==> src/rtl/user_io_pkg.sv <==
// Shared constants and the FIFO storage word for the user-side IO event capture block.
package user_io_pkg;

    localparam int USER_IO_WIDTH      = 20;
    localparam int USER_IO_DEPTH      = 8;
    localparam int USER_IO_TS_WIDTH   = 12;
    localparam int USER_IO_DROP_WIDTH = 8;

    typedef struct packed {
        logic [USER_IO_WIDTH-1:0]    data;
        logic [USER_IO_TS_WIDTH-1:0] ts;
    } user_io_evt_t;

endpackage

==> src/rtl/user_io_evt_fifo.sv <==
// Synchronous FIFO, no fall-through: a push is visible at the head one cycle later.
// Push when full is refused unless a pop happens on the same edge; pop when empty is ignored.
module user_io_evt_fifo #(
    parameter int DEPTH = 8,
    parameter int W     = 32,
    localparam int AW   = $clog2(DEPTH)
) (
    input  logic          clk,
    input  logic          rst,
    input  logic          push,
    input  logic          pop,
    input  logic [W-1:0]  din,
    output logic [W-1:0]  dout,
    output logic          full,
    output logic          empty,
    output logic [AW:0]   level
);

    logic [W-1:0] mem_q [DEPTH];
    logic [W-1:0] mem_d [DEPTH];
    logic [AW:0]  wr_ptr_q, wr_ptr_d;
    logic [AW:0]  rd_ptr_q, rd_ptr_d;
    logic         do_push;
    logic         do_pop;

    // Extra pointer MSB distinguishes full from empty when the index bits match.
    assign empty = (wr_ptr_q == rd_ptr_q);
    assign full  = (wr_ptr_q[AW] != rd_ptr_q[AW]) &&
                   (wr_ptr_q[AW-1:0] == rd_ptr_q[AW-1:0]);
    assign level = wr_ptr_q - rd_ptr_q;
    assign dout  = empty ? '0 : mem_q[rd_ptr_q[AW-1:0]];

    assign do_pop  = pop && !empty;
    assign do_push = push && (!full || do_pop);

    always_comb begin
        mem_d    = mem_q;
        wr_ptr_d = wr_ptr_q;
        rd_ptr_d = rd_ptr_q;
        if (do_push) begin
            mem_d[wr_ptr_q[AW-1:0]] = din;
            wr_ptr_d                = wr_ptr_q + 1'b1;
        end
        if (do_pop) begin
            rd_ptr_d = rd_ptr_q + 1'b1;
        end
    end

    always_ff @(posedge clk) begin
        if (rst) begin
            wr_ptr_q <= '0;
            rd_ptr_q <= '0;
        end else begin
            wr_ptr_q <= wr_ptr_d;
            rd_ptr_q <= rd_ptr_d;
        end
    end

    always_ff @(posedge clk) begin
        mem_q <= mem_d;
    end

endmodule

==> src/rtl/user_io_event_capture.sv <==
// Records each change of the fabric word with a timestamp into a FIFO; USER_IO_CAPTURE_SYNC_EN adds a 2-flop input synchronizer.
// Push two edges after fab_in changes (four with the synchronizer); full FIFO without a pop drops and counts the event.
module user_io_event_capture
    import user_io_pkg::*;
#(
    parameter int WIDTH      = USER_IO_WIDTH,
    parameter int DEPTH      = USER_IO_DEPTH,
    parameter int TS_WIDTH   = USER_IO_TS_WIDTH,
    parameter int DROP_WIDTH = USER_IO_DROP_WIDTH,
    localparam int LW        = $clog2(DEPTH) + 1
) (
    input  logic                  UserCLK,
    input  logic                  rst,
    input  logic [WIDTH-1:0]      fab_in,
    input  logic                  enable,
    output logic                  evt_valid,
    input  logic                  evt_ready,
    output logic [WIDTH-1:0]      evt_data,
    output logic [TS_WIDTH-1:0]   evt_ts,
    output logic                  overflow,
    input  logic                  clr_ovf,
    output logic [DROP_WIDTH-1:0] drop_cnt,
    output logic [LW-1:0]         fifo_level
);

    logic [TS_WIDTH-1:0]   ts_q, ts_d;
    logic [WIDTH-1:0]      samp_q, samp_d;
    logic [WIDTH-1:0]      prev_q, prev_d;
    logic                  overflow_q, overflow_d;
    logic [DROP_WIDTH-1:0] drop_cnt_q, drop_cnt_d;
`ifdef USER_IO_CAPTURE_SYNC_EN
    logic [WIDTH-1:0]      sync1_q, sync1_d;
    logic [WIDTH-1:0]      sync2_q, sync2_d;
`endif

    logic         chg;
    logic         pop;
    logic         drop;
    logic         fifo_full;
    logic         fifo_empty;
    user_io_evt_t push_evt;
    user_io_evt_t head_evt;

    always_comb begin
        chg  = enable && (samp_q != prev_q);
        pop  = !fifo_empty && evt_ready;
        drop = chg && fifo_full && !pop;

        push_evt.data = samp_q;
        push_evt.ts   = ts_q;

        ts_d   = ts_q + 1'b1;
        prev_d = samp_q;
`ifdef USER_IO_CAPTURE_SYNC_EN
        sync1_d = fab_in;
        sync2_d = sync1_q;
        samp_d  = sync2_q;
`else
        samp_d  = fab_in;
`endif

        // A drop in the same cycle as a clear leaves a fresh count of one.
        overflow_d = overflow_q;
        drop_cnt_d = drop_cnt_q;
        if (drop) begin
            overflow_d = 1'b1;
            if (clr_ovf) begin
                drop_cnt_d = DROP_WIDTH'(1);
            end else if (drop_cnt_q != '1) begin
                drop_cnt_d = drop_cnt_q + 1'b1;
            end
        end else if (clr_ovf) begin
            overflow_d = 1'b0;
            drop_cnt_d = '0;
        end
    end

    always_ff @(posedge UserCLK) begin
        if (rst) begin
            ts_q       <= '0;
            samp_q     <= '0;
            prev_q     <= '0;
            overflow_q <= 1'b0;
            drop_cnt_q <= '0;
`ifdef USER_IO_CAPTURE_SYNC_EN
            sync1_q    <= '0;
            sync2_q    <= '0;
`endif
        end else begin
            ts_q       <= ts_d;
            samp_q     <= samp_d;
            prev_q     <= prev_d;
            overflow_q <= overflow_d;
            drop_cnt_q <= drop_cnt_d;
`ifdef USER_IO_CAPTURE_SYNC_EN
            sync1_q    <= sync1_d;
            sync2_q    <= sync2_d;
`endif
        end
    end

    user_io_evt_fifo #(
        .DEPTH (DEPTH),
        .W     ($bits(user_io_evt_t))
    ) u_fifo (
        .clk   (UserCLK),
        .rst   (rst),
        .push  (chg),
        .pop   (pop),
        .din   (push_evt),
        .dout  (head_evt),
        .full  (fifo_full),
        .empty (fifo_empty),
        .level (fifo_level)
    );

    assign evt_valid = !fifo_empty;
    assign evt_data  = head_evt.data;
    assign evt_ts    = head_evt.ts;
    assign overflow  = overflow_q;
    assign drop_cnt  = drop_cnt_q;

endmodule

==> config.mk <==
export PLATFORM = sky130hd
export DESIGN_NAME = user_io_event_capture
export DESIGN_NICKNAME = d
export VERILOG_FILES = /design/src/rtl/user_io_pkg.sv /design/src/rtl/user_io_evt_fifo.sv /design/src/rtl/user_io_event_capture.sv
export SDC_FILE = /design/constraint.sdc
export NUM_CORES = 1
export LEC_CHECK = 0
export ABC_AREA = 1
export BUFFER_PORTS_ARGS = -buffer_cell sky130_fd_sc_hd__buf_2
export CAP_MARGIN = 10
export CORE_MARGIN = 5
export CORE_UTILIZATION = 31
export CTS_CLUSTER_DIAMETER = 50
export DETAILED_ROUTE_END_ITERATION = 7
export PLACE_DENSITY = 0.57
export SLEW_MARGIN = 30
export SYNTH_ARGS = -nofsm -noshare
export SYNTH_HDL_FRONTEND = slang
export SYNTH_HIERARCHICAL = 1
export SYNTH_SLANG_ARGS = --single-unit
==> constraint.sdc <==
create_clock -name UserCLK -period 3.7 [get_ports UserCLK]
set_input_delay 0.925 -clock UserCLK [delete_from_list [all_inputs] [get_ports UserCLK]]
set_output_delay 0.925 -clock UserCLK [all_outputs]
set_load 0.02 [all_outputs]
======== Word level (Yosys, flattened, before mapping) ========
Index checks and enable logic that the tools add are counted.
word-level totals
  output and inout port bits .............. 46
  bits in latches ......................... 0
  flip-flop bits (word level) ............. 325
  word-level logic and storage cells ...... 58
  memory bits (writable) .................. 0
  memories kept ........................... 0
  memory bits (read-only) ................. 0
operators by class
  $lt $le $gt $ge ......................... 3
  mux-type cells .......................... 13
  bitwise logic cells ..................... 2
  div/mod/pow operators ................... 0
  shift-type cells ........................ 0
  eq/ne operators ......................... 5
  add/subtract/negate cells ............... 5
  $mul .................................... 0
  reductions and logical operators ........ 15
operator list
  cell                                                       count
  bitwise mux 256 bit                                        1
  2-to-1 mux 32 bit                                          4
  binary-select mux 32 bit (select 3 bit)                    1
  demux 32 bit (select 3 bit)                                1
  2-to-1 mux 8 bit                                           4
  != test 20 bit                                             1
  adder 12 x 1 -> 12 bit (second input constant)             1
  adder 4 x 1 -> 4 bit (second input constant)               2
  adder 8 x 1 -> 8 bit (second input constant)               1
  greater-or-equal comparator 4 bit (second input constant)  2
  logical AND 1 bit                                          8
  != test 8 bit (second input constant)                      1
  inverter 3 -> 4 bit                                        2
  equality test 4 bit                                        1
  < comparator 4 x 1 -> 1 bit (second input constant)        1
  nonzero test 2 bit                                         2
  subtractor 4 bit                                           1
  equality test 3 bit                                        1
  zero test 1 bit                                            3
  2-to-1 mux 1 bit                                           2
  AND reduction 2 bit                                        1
  logical OR 1 bit                                           1
  != test 1 bit                                              1

======== Longest topological paths before layout ========
Gate-level depths: netlist of run 1.
  word-level depth ........................ 7
  mapped depth ............................ 14
  depth with buffers taken out ............ 13

======== Cells and area by module ========
Netlist of run 1, hierarchy kept.
by module, submodules not included
  module                 seq. area each (um^2)  area each (um^2)  times used  cells each
  user_io_evt_fifo       7847.5                 10754.1           1           917
  user_io_event_capture  1221.2                 2516.2            1           356

======== Least setup slack after synthesis of run 1 ========
No wires, ideal clock.
  path kind ............................... register to register
  start ................................... reg u_fifo.rd_ptr_q[1]
  end ..................................... reg u_fifo/mem_q[100] (netlist name), enable pin
  arrival time ............................ 3.356 ns
  stages on the path, launching flop included .. 14
  path slack .............................. -0.077 ns
  cell sequence ........................... dfxtp_1 inv_1 buf_2 clkbuf_1 ha_1 nand3_1 nor2_1 nor2_1 inv_1 nand3_1 nand2_1 inv_1 nand2_1 nor2_1
between the ends
  longest elaborated chain between the ends .. 6
  elaborated cells on any way between the ends .. 9
  classes of those cells .................. eq/ne: 2; reduce/logical: 7
ends and longest elaborated chain
  item                      RTL line                     text
  start: declaration        user_io_evt_fifo.sv:22       logic [AW:0] rd_ptr_q, rd_ptr_d;
  start signal: assignment  user_io_evt_fifo.sv:55       rd_ptr_q <= rd_ptr_d;
  equality test 4 bit       user_io_evt_fifo.sv:27       assign empty = (wr_ptr_q == rd_ptr_q);
  named net fifo_empty      user_io_event_capture.sv:40  logic fifo_empty;
  zero test 1 bit           user_io_event_capture.sv:46  pop = !fifo_empty && evt_ready;
  logical AND 1 bit         user_io_event_capture.sv:46
  named net pop             user_io_event_capture.sv:37  logic pop;
  logical AND 1 bit         user_io_evt_fifo.sv:33       assign do_pop = pop && !empty;
  logical OR 1 bit          user_io_evt_fifo.sv:34       assign do_push = push && (!full || do_pop);
  logical AND 1 bit         user_io_evt_fifo.sv:34
  end signal: assignment    user_io_evt_fifo.sv:60       mem_q <= mem_d;
  end: declaration          user_io_evt_fifo.sv:19       logic [W-1:0] mem_q [DEPTH];
The timed path passes the listed nets, and every way through them passes these cells.
A chain may end at the register's enable or synchronous reset.

======== Worst setup path in the final report of run 1 ========
  start ................................... reg u_fifo.wr_ptr_q[0]
  end ..................................... out evt_data[13]
between the ends
  longest elaborated chain between the ends .. 2
ends and longest elaborated chain
  item                      RTL line                     text
  start: declaration        user_io_evt_fifo.sv:21       logic [AW:0] wr_ptr_q, wr_ptr_d;
  start signal: assignment  user_io_evt_fifo.sv:54       wr_ptr_q <= wr_ptr_d;
  equality test 4 bit       user_io_evt_fifo.sv:27
  2-to-1 mux 32 bit         user_io_evt_fifo.sv:31       assign dout = empty ? '0 : mem_q[rd_ptr_q[AW-1:0]];
  end: declaration          user_io_event_capture.sv:18  output logic [WIDTH-1:0] evt_data,
No other way between the ends.

==> results of run 1 <==
==> synthesized netlist by cell type (all sizes together) <==
cell type	number	share of area (%)
nor2	286	8.2
clkbuf	27	0.76
o21ai	137	5.2
nand2	233	6.7
fa	1	0.15
nand3b	2	0.11
and2	1	0.047
nor3	7	0.34
buf	35	1.8
inv	94	2.7
o22ai	1	0.047
dfxtp	69	10
a31oi	1	0.047
xor2	8	0.53
xnor2	5	0.33
nand4	6	0.28
ha	7	0.66
edfxtp	256	58
a21oi	50	1.9
nand3	47	1.9
==> cell families after synthesis <==
group / Yosys count / share of synthesized area, %
buffers and inverters: 156 / 5.186
xor gates and xnor gates: 13 / 0.8580
and+or+nand+nor: 582 / 17.63
AOI/OAI and AO/OA: 189 / 7.175
DFF: 325 / 68.34
adders and majority gates: 8 / 0.8108
==> worst min-delay path, delay by kind of cell, from the launching register on <==
| family | cells | cell delay (ns) |
|---|---|---|
| flip-flops | 1 | 0.30 |
| AND/OR/NAND/NOR | 1 | 0.06 |
| AO/OA/AOI/OAI | 1 | 0.06 |
==> worst max path at each step <==
stage	to	slack, ns
floorplan	u_fifo/mem_q[100]$_DFFE_PP_	-0.08
finish	evt_data[13]	0.25
global route	evt_data[12]	0.002
global placement	evt_data[13]	0.62
CTS	evt_data[13]	0.02
detailed placement	evt_data[13]	0.59
==> layer usage <==
metal	GRT usage (%)	vias up
li1	-	4368
met1	16.81	4324
met2	23.35	190
met3	2.196	50
met4	3.328	0
met5	0	-
==> power by group through the flow <==
stage                     Combinational, mW  Clock [mW]  Sequential [mW]
final                                  1.45        3.54             4.09
after global routing                   1.62        3.78             4.11
after CTS                              1.48        3.63             4.10
after detailed placement               1.47           0             4.17
after global placement                 1.46           0             4.17
after floorplan                       0.995           0             4.15
==> registers in the layout (all words and copies together) (netlist names) <==
register,count
prev_d,20
u_fifo/mem_q,256
u_fifo/rd_ptr_q,4
prev_q,20
u_fifo/wr_ptr_q,4
ts_q,12
drop_cnt,8
overflow,1
==> area by class of cell <==
cell class              instances  area (sq um)  share of cell area, %
repair buffers                 92         590.6                  3.821
flip-flops and latches        325          9074                  58.70
multi-input cells             792          3578                  23.15
well taps                     539         674.4                  4.363
clock inverters                16         186.4                  1.206
clock buffers                  49         999.7                  6.468
inverters                      94         354.1                  2.291
==> metrics by stage <==
step                TNS (ns)  hold slack [ns]  worst slack, ns
floorplan             -9.866           0.4657         -0.07708
global route               0           0.4783         0.001509
global placement           0           0.4534           0.6203
detailed placement         0           0.4566           0.5868
CTS                        0           0.4645          0.02072
finish                     0           0.4626           0.2482
==> results.md, run 1 <==
Worst setup path:
- The logic depth of the worst path, buffers included is 9.
- The signal on the critical path passes through inv_1, ha_1, nand2_1, nor2_1, nand2_4, buf_4, nand2_1, nor2_1, buf_2.
- The endpoint identified for the worst register-to-register timing path is u_fifo/mem_q[167]$_DFFE_PP_.
- The data required time at the worst endpoint is 2.77 ns.
- The kind of cell with the highest combined delay along the critical path is simple AND/OR/NAND/NOR gates.
- The worst setup path is of the reg -> out kind.
- The type of element capturing the critical path is a primary output.
- STA puts the critical path data arrival time at 2.53 ns.
- Measured in cells, the most critical reg-to-reg path has a length of 12.
- The element type at the critical path start is a flip-flop.
- The worst register-to-register path begins at u_fifo/wr_ptr_q[0]$_SDFFE_PP0P_.
- The start point of the critical path is u_fifo/wr_ptr_q[0]$_SDFFE_PP0P_.
- Counting both buffers and inverters, the worst setup path holds a total of 3.
- The standard cell with the maximum stage delay on the critical path is dfxtp_1.
- In this design, the stage delay of the slowest critical-path cell is 0.42 ns.
- In this run the worst path has a maximum fanout of 14.
- The setup check on the worst reg-to-reg path leaves a slack of 0.71 ns.

Clock tree:
- The post-CTS repair timing setup buffer count is 0.
- The H-tree was split into 2 levels.
- The clock reaches the later pin of the worst-skew pair after 0.52 ns.
- The number of gates resized after CTS was 0.
- TritonCTS built the clock tree.
- The clock buffer count from CTS is 36.
- Hold repair after CTS inserted 0 buffers.
- Clock-pin slew was measured on the worst setup and hold paths at 0.06 ns.
- For this design, the sink count on the clock tree is 325.
- The number of buffers on the longest clock path is 3.
- The master cell of the clock root buffer is clkbuf_16.

STA:
- On the final layout, the worst clock skew is 0.02423 ns.
- The worst slew margin relative to its limit is 38.70%.
- At the pin with the least slew margin, the transition time is 0.9195 ns.
- The final period utilization is 93.29%.
- The number of slew-limit violations in the final report is 0.
- Setup violations remaining at the end of the flow were counted as 0.
- Setup repair after global routing left no endpoint under its margin.
- The final period demand of the worst path is 3.452 ns.
- The total count of hold-check failures in the final report is 0.
- The fmax is 289.7 MHz.

Finish:
- The share of final-layout standard cells stronger than drive strength 1 is 13.01%.
- The number of antenna diodes is 0.
- The total of fill cells in the finished design is 4,112.
- The area overhead of the layout relative to synthesis is 16.48%.
- The finished cells cover 15,460 sq um.
- At the end of the flow, the number of nets in the layout was 1,374.
- The top cell types in the final layout, fill and taps aside, are nor2_1 (274), edfxtp_1 (256), nand2_1 (229).
- The most common cell after layout, fill and taps aside is nor2_1.
- The final standard cell count with taps included and fillers excluded is 1,907.
- The utilization of the core after routing is 36.69%.

Global route:
- Entering global routing, the biggest net connects 83 pins.
- The initial antenna violation count came to 0.
- The number of global-route vias before repair is 8,843.
- The aggregate global-route resource usage is 13.15%.
- The wire length of the first global-routing pass is 49,430 um.
- For this run the aggregate overflow at the end of global routing stands at 0.

Pwr:
- The clock network burns 39.0% of the power.
- In this run switching power makes up 28.15% of total power.
- The combinational fraction of design power is 15.9%.
- In this run the static leakage power is 5.802 nW.
- The internal power summed over all cells is 6.526 mW.
- In this run the power spent charging and discharging nets is 2.557 mW.
- Across the VDD grid, the largest voltage drop is 0.0002762 V.
- The sequential cell fraction of total power is 45.1%.
- The total power after layout is 9.083 mW.
- Power spread over the standard cell area amounts to 587.6 nW/um^2.

Drt:
- The routed via count divided by cell count is 4.684.
- The via count is 8,932.
- The average wire length per cell after detail routing is 16.39 um.
- The count of TritonRoute iterations in the first routing pass is 4.
- In this run, the number of DRC markers left after iteration 0 of detailed routing was 580.
- The total detailed-routing wirelength is 31,270 um.
- The detailed-route DRC error count is 0.
- The wire length on met3 is 1324 um.
- The count of nets left with antenna violations once routing finished came out at 0.
- The routed length on met2 is 15,750 um.
- The highest layer used for signal routing is met4.
- The met1 wire length is 13,630 um.

Floorplan:
- The area inside the core boundary is 42,130 sq um.
- The die area is 47,050 sq um.
- Once the floorplan was initialized, standard cells occupied 31.50% of the core.
- The top-level port count is 71.
- The floorplan has 75 rows.
- The horizontal die dimension is 216.9 um.
- The vertical die dimension is 216.9 um.

Synth:
- After synthesis, the netlist uses 33 different library cells.
- The synthesized net count is 1,306.
- The netlist area before placement is 13,270 sq um.
- Counting flops and latches in the post-synthesis netlist gives 325.
- The share of synthesized area occupied by flip-flops and latches is 68.34%.
- A synthesized cell averages 10.42 sq um.
- The number of warnings printed during yosys synthesis is 6.
- Synthesis handed over a netlist of 1,273 instances.

Run status:
- The flow ran to the end, and the final reports show no timing, DRC or antenna violations.

Placement:
- The detailed-placement wirelength estimate is 17,610 um.
- The instance area after placement is 14,270 sq um.
- In this run, placement finished with an instance count of 1,842.
- The total of buffers placed on input and output ports is 70.
- Routability-driven placement finished with a final weighted congestion of 0.7663.

Hold path:
- Along the worst hold path, the cell count comes to 2.
- The worst hold path terminates at overflow$_SDFFE_PP0P_.
- The worst hold path begins at overflow$_SDFFE_PP0P_.
- The type of the most critical hold path is reg -> reg.

Flow run:
- The max-cap check violation count is 0.
No activity file was read; power rests on OpenSTA's default activity.
==> run 2, diff against run 1 <==
Settings changed: CORE_UTILIZATION 31 to 30, PLACE_DENSITY 0.57 to 0.56.
==> results.md, run 2 (synthesized netlist as in run 1, its figures left out) <==
Run status:
- The run finished with clean final reports.

Drt:
- In this run, the number of DRC markers left after iteration 0 of detailed routing was 489.
- The pre-antenna-repair detailed-routing pass consisted of 5 iterations.
- The final route contains 8,792 vias.
- Dividing the detail-routed via count by the number of cells gives 4.458.
- The total detailed-routing wirelength is 31,330 um.
- The average wire length per cell after detail routing is 15.89 um.
- The detailed-route DRC error count is 0.
- The remaining antenna violation count is 0.

Worst setup path:
- The signal on the critical path passes through inv_1, ha_1, nand2_1, nor2_1, nand2_4, buf_4, nand2_1, nor2_1, buf_2.
- Together, buffers and inverters on the worst path number 3.
- STA classifies the critical path startpoint as a flip-flop.
- The critical path is of the reg -> out type.
- The cell type group with the largest total delay on the critical path is simple AND/OR/NAND/NOR gates.
- For this run, the slowest stage of the critical path takes 0.43 ns.
- The biggest fanout along the worst timing path is 15.
- The arrival time at the worst endpoint is 2.52 ns.
- Data on the critical path is required at its endpoint by 2.77 ns.
- The type of element capturing the critical path is a primary output.
- The standard cell with the maximum stage delay on the critical path is dfxtp_1.

Finish:
- In the final layout, the share of cells above drive strength 1 is 13.26%.
- Ranked by flip-flop count, first place goes to u_fifo/mem_q.
- For this run, the post-layout net count is 1,383.
- The most common cell after layout, fill and taps aside is nor2_1.
- The area overhead of the layout relative to synthesis is 17.35%.
- In the layout the commonest cells are nor2_1 (274), edfxtp_1 (256), nand2_1 (229).
- The repair_antennas step left the layout with diodes totalling 0.
- The number of flip-flops under the largest register name is 256.

STA:
- The number of slew-limit violations in the final report is 0.
- The worst pin sits at a relative slew slack of 40.61%.
- On the final layout, the worst hold slack is 0.4635 ns.
- The total count of hold-check failures in the final report was 0.
- Setup repair after global routing left no endpoint under its margin.
- Derived from the worst setup path, the maximum achievable clock frequency is 290.5 MHz.
- The setup violation total in the final timing report is 0.
- The worst path in the final design needs a cycle of 3.443 ns, including I/O delays and setup.
- Clock skew on the completed layout was measured at 0.02278 ns.
- The worst-margin pin slew is 0.8908 ns.
- Dividing the final minimum period by the clock period gives 93.05%.

Pwr:
- The internal power of the cells totals 6.444 mW.
- The total power after layout is 9.019 mW.
- The areal power density over the cells is 579.2 nW/um^2.
- The reported leakage power is 5.843 nW.
- For this design the total switching power over the nets is 2.575 mW.
- The maximum VDD drop is 0.0003282 V.
- The sequential cell fraction of total power is 45.4%.
- Net switching is 28.55% of the power.
- The part of the power in the clock network is 38.4%.
- The combinational fraction of design power is 16.3%.

Placement:
- Detailed placement finished with a half-perimeter wire length of 17,960 um.
- The total of buffers placed on input and output ports is 70.
- The weighted congestion reported at the end of routability-driven placement is 0.7762.

Global route:
- Entering global routing, the biggest net connects 77 pins.
- The wire length of the first global-routing pass is 49,350 um.
- The number of global-route vias before repair is 8,942.
- The total grt overflow is 0.
- The aggregate global-route resource usage is 12.96%.
- The initial antenna violation count came to 0.

Clock tree:
- The number of levels the H-tree was split into is 2.
- TritonCTS built the clock tree.
- For the worst-skew pair, the clock arrives at the later sink with an insertion delay of 0.53 ns.
- The number of clock sinks is 325.
- The clock transition time at the flip-flop clock pins of the worst setup and hold paths is 0.06 ns.
- The clock buffer count from CTS is 38.
- The tree is rooted in a clkbuf_16.
- The number of buffers on the longest clock path is 3.

Floorplan:
- The standard-cell row count is 77.
- The area inside the core boundary is 44,030 sq um.
- The die is 220.3 um tall.
- The die is 220.3 um wide.
- The initial utilization of the core area, before any placement, comes to 30.14%.
- The die covers 48,540 sq um.
- The top-level port count is 71.

Flow run:
- The max-cap check violation count is 0.

Hold path:
- The path class of the tightest hold or removal check is reg -> reg.
==> run 2: changes by cell type in the layout (fill, tap and decap cells not counted), moves of 3 or more <==
cell       delta
clkbuf_16     +3
clkbuf_1      +3
clkbuf_8      -5
clkinv_1      +4
clkinv_2      +3
buf_4         +5
==> run 2: cell type report <==
cell class              instances  area (sq um)
repair buffers                 99         650.6
well taps                     592         740.7
fillers                      4366         28460
flip-flops and latches        325          9074
inverters                      94         354.1
clock inverters                20         157.7
multi-input cells             792          3578
clock buffers                  50          1017
==> run 2: worst paths after layout <==
kind	cells past startpoint	slack, ns	end	from
setup reg to reg	12	0.63	u_fifo/mem_q[36]$_DFFE_PP_	u_fifo/wr_ptr_q[0]$_SDFFE_PP0P_
setup / recovery	9	0.26	evt_data[17]	u_fifo/wr_ptr_q[0]$_SDFFE_PP0P_
hold reg to reg	2	0.46	overflow$_SDFFE_PP0P_	overflow$_SDFFE_PP0P_
hold / removal	2	0.46	overflow$_SDFFE_PP0P_	overflow$_SDFFE_PP0P_
==> run 2: tightest hold or removal path: cells and delay by family, from the launching register on <==
family          cells  cell delay, ns
flops               1            0.30
compound gates      1            0.06
simple gates        1            0.06
==> run 2: layer usage <==
metal  vias to the layer above  track usage (%)  wire length, um
met3                        45            1.765             1180
met5                         -                0                0
li1                       4403                -                -
met1                      4187            16.74            13950
met4                         0            4.244              769
met2                       157            22.57            15430
==> run 2: timing repair <==
| action | 4_1_cts | 5_1_grt |
|---|---|---|
| resized for setup | 0 | 3 |
| buffers inserted | 0 | 0 |
| hold buffers | 0 | 0 |
| endpoints found under the setup margin | 0 | 6 |
==> run 2: stage by stage <==
stage	util [%]	worst slack [ns]	setup TNS, ns	instance area [sq um]	instances
2_1_floorplan	-	-0.07708	-9.866	13270	1273
6_report	35.37	0.2573	0	15570	1972
4_1_cts	35.34	0.05007	0	15560	1972
3_5_place_dp	32.67	0.6532	0	14390	1902
3_3_place_gp	32.67	0.6377	0	14390	1902
5_1_grt	35.37	0.1073	0	15570	1972
==> run 2: power groups by stage <==
stage	sequential, mW	clock (mW)	combinational, mW
2_1_floorplan	4.15	0	0.995
3_3_place_gp	4.17	0	1.49
4_1_cts	4.09	3.58	1.50
5_1_grt	4.10	3.73	1.65
6_report	4.09	3.46	1.47
3_5_place_dp	4.17	0	1.50
==> run 3, diff against run 2 <==
Settings changed: PLACE_DENSITY 0.56 to 0.52.
==> results.md, run 3 (synthesized netlist as in run 1, its figures left out) <==
Run status:
- The run finished with clean final reports.

STA:
- The worst-margin pin slew is 0.8969 ns.
- The final-layout worst hold slack is 0.4631 ns.
- Setup repair after global routing left no endpoint under its margin.
- Setup violations remaining at the end of the flow were counted as 0.
- The worst pin sits at a relative slew slack of 40.21%.
- The total count of hold-check failures in the final report is 0.
- On the final layout, the worst clock skew is 0.01740 ns.
- Counting I/O delays and the setup requirement, the final critical path takes 3.520 ns.
- The fmax is 284.1 MHz.
- Setup total negative slack on the finished layout was measured at 0 ns.
- The worst path uses 95.12% of the clock period.
- The number of slew-limit violations in the final report came to 0.

Placement:
- The total of buffers placed on input and output ports is 70.
- The detailed-placement wirelength estimate is 17,650 um.
- At the end of routability-driven placement, the weighted congestion stood at 0.7579.

Floorplan:
- The horizontal die dimension is 220.3 um.
- The die covers 48,540 sq um.
- Once the floorplan was initialized, standard cells occupied 30.14% of the core.
- The vertical die dimension is 220.3 um.
- The initialized floorplan defines 77 standard-cell rows.
- Pin placement for this block handled 71 I/O pins.
- The area inside the core boundary is 44,030 sq um.

Finish:
- The register with the most flip-flops is u_fifo/mem_q.
- After filler insertion, the fill cell instance count of the layout stands at 4,365.
- Cells with a size suffix above 1 make up 13.25% of the layout.
- Compared with the post-synthesis result, the final layout area differs by 16.79%.
- In the layout the commonest cells are nor2_1 (274), edfxtp_1 (256), nand2_1 (229).
- The multi-input combinational cells in the finished layout cover a total of 3573 sq um.
- For this run, the post-layout net count is 1,374.
- The register area is 9074 sq um.
- The number of antenna diodes in the final layout is 0.
- The most common cell after layout, fill and taps aside is nor2_1.
- The register with the most flip-flops in the layout has 256 of them.
- The utilization of the core after routing is 35.20%.

Drt:
- The routed via count divided by cell count is 4.479.
- In this run, the number of DRC markers left after iteration 0 of detailed routing was 557.
- Across all layers, the routed design uses 8,769 vias.
- Summed over all layers, the routed wires come to 31,680 um.
- The remaining antenna violation count is 0.
- The count of TritonRoute iterations in the first routing pass is 5.
- For this run, design rule violations remaining after detail routing come to 0.
- After detailed routing, the average wire length per cell comes to 16.18 um.

Worst setup path:
- The element type at the critical path start is a flip-flop.
- The arrival time at the worst endpoint is 2.59 ns.
- The type of the worst setup path is reg -> out.
- The biggest fanout along the worst timing path is 12.
- The data required time at the worst endpoint is 2.77 ns.
- The type of element capturing the critical path is a primary output.

Pwr:
- The share of total power dissipated in combinational logic is 16.2%.
- The net switching share of the total power is 27.61%.
- The internal power summed over all cells is 6.486 mW.
- Sequential cells account for 45.7% of the total power.
- In this run the power density over the cells is 578.2 nW/um^2.
- Total power for the finished layout comes to 8.961 mW.
- Summed over all nets, the switching power comes to 2.474 mW.
- The worst-case IR drop observed on VDD is 0.0002954 V.
- For this design the static power due to leakage is 5.801 nW.
- The share of total power dissipated in the clock network is 38.0%.

Clock tree:
- The clock tree from TritonCTS is done.
- The clock latency reported for the late side of the worst-skew pair is 0.51 ns.
- Clock-pin slew was measured on the worst setup and hold paths at 0.06 ns.
- The number of levels the H-tree was split into is 2.
- The clock passes through at most 3 buffers.
- The clock buffer count from CTS is 34.
- The number of clock sinks is 325.
- The master cell of the clock root buffer is clkbuf_16.

Global route:
- Entering global routing, the biggest net connects 70 pins.
- The number of global-route vias before repair is 8,819.
- The total overflow left after global routing is 0.
- The initial antenna violation count came to 0.
- The aggregate global-route resource usage is 13.21%.
- The wire length of the first global-routing pass is 49,950 um.

Hold path:
- The type of the most critical hold path is reg -> reg.

Flow run:
- The tool flagged a number of max-cap violations equal to 0.
-- run 3: power groups by stage --
stage / logic, mW / registers [mW] / clock network [mW]
floorplan: 0.995 / 4.15 / 0
global placement: 1.48 / 4.17 / 0
detailed placement: 1.49 / 4.18 / 0
CTS: 1.49 / 4.10 / 3.50
global route: 1.63 / 4.11 / 3.66
finish: 1.45 / 4.10 / 3.41
-- run 3: per-stage QoR --
stage | instances | worst slack (ns) | area (sq um)
2_1_floorplan | 1273 | -0.07708 | 13270
3_3_place_gp | 1897 | 0.6854 | 14350
3_5_place_dp | 1897 | 0.7033 | 14350
4_1_cts | 1958 | 0.1608 | 15490
5_1_grt | 1958 | 0.01703 | 15500
6_report | 1958 | 0.1804 | 15500
-- run 3: layout make-up --
cell class                 count  area share [%]
timing repair buffer          94           3.956
inverter                      94           2.285
clock buffer                  47           6.660
tap                          592           4.779
sequential                   325           58.55
multi-input combinational    792           23.06
clock inverter                14          0.7185
-- run 3: worst max-delay path, stage by stage, from the launching register on --
cell and delay, ns:
dfxtp_1 0.49, ha_1 0.34, inv_1 0.07, nor2_1 0.06, nand2_2 0.29, buf_4 0.28, nand2_1 0.07, nor2_1 0.24
buf_2 0.23
-- run 3: metal layers --
layer	global-route usage, %	vias up	share of wire [%]
met5	0	-	0
met4	4.306	0	2.5
met3	2.025	56	3.7
met2	23.19	152	49
met1	16.75	4193	44
li1	-	4368	-
-- run 3: what timing repair did --
item	4_1_cts	5_1_grt
hold buffers	0	0
endpoints found under the setup margin	0	4
setup buffers	0	0
endpoints found under the hold margin	0	0
resized for setup	0	2
-- run 3: final timing paths --
path,slack (ns),cells after the start,start,end
min,0.46,2,overflow$_SDFFE_PP0P_,overflow$_SDFFE_PP0P_
max,0.18,8,u_fifo/wr_ptr_q[2]$_SDFFE_PP0P_,evt_data[12]
min reg2reg,0.46,2,overflow$_SDFFE_PP0P_,overflow$_SDFFE_PP0P_
max reg2reg,0.73,11,u_fifo/wr_ptr_q[2]$_SDFFE_PP0P_,u_fifo/mem_q[44]$_DFFE_PP_
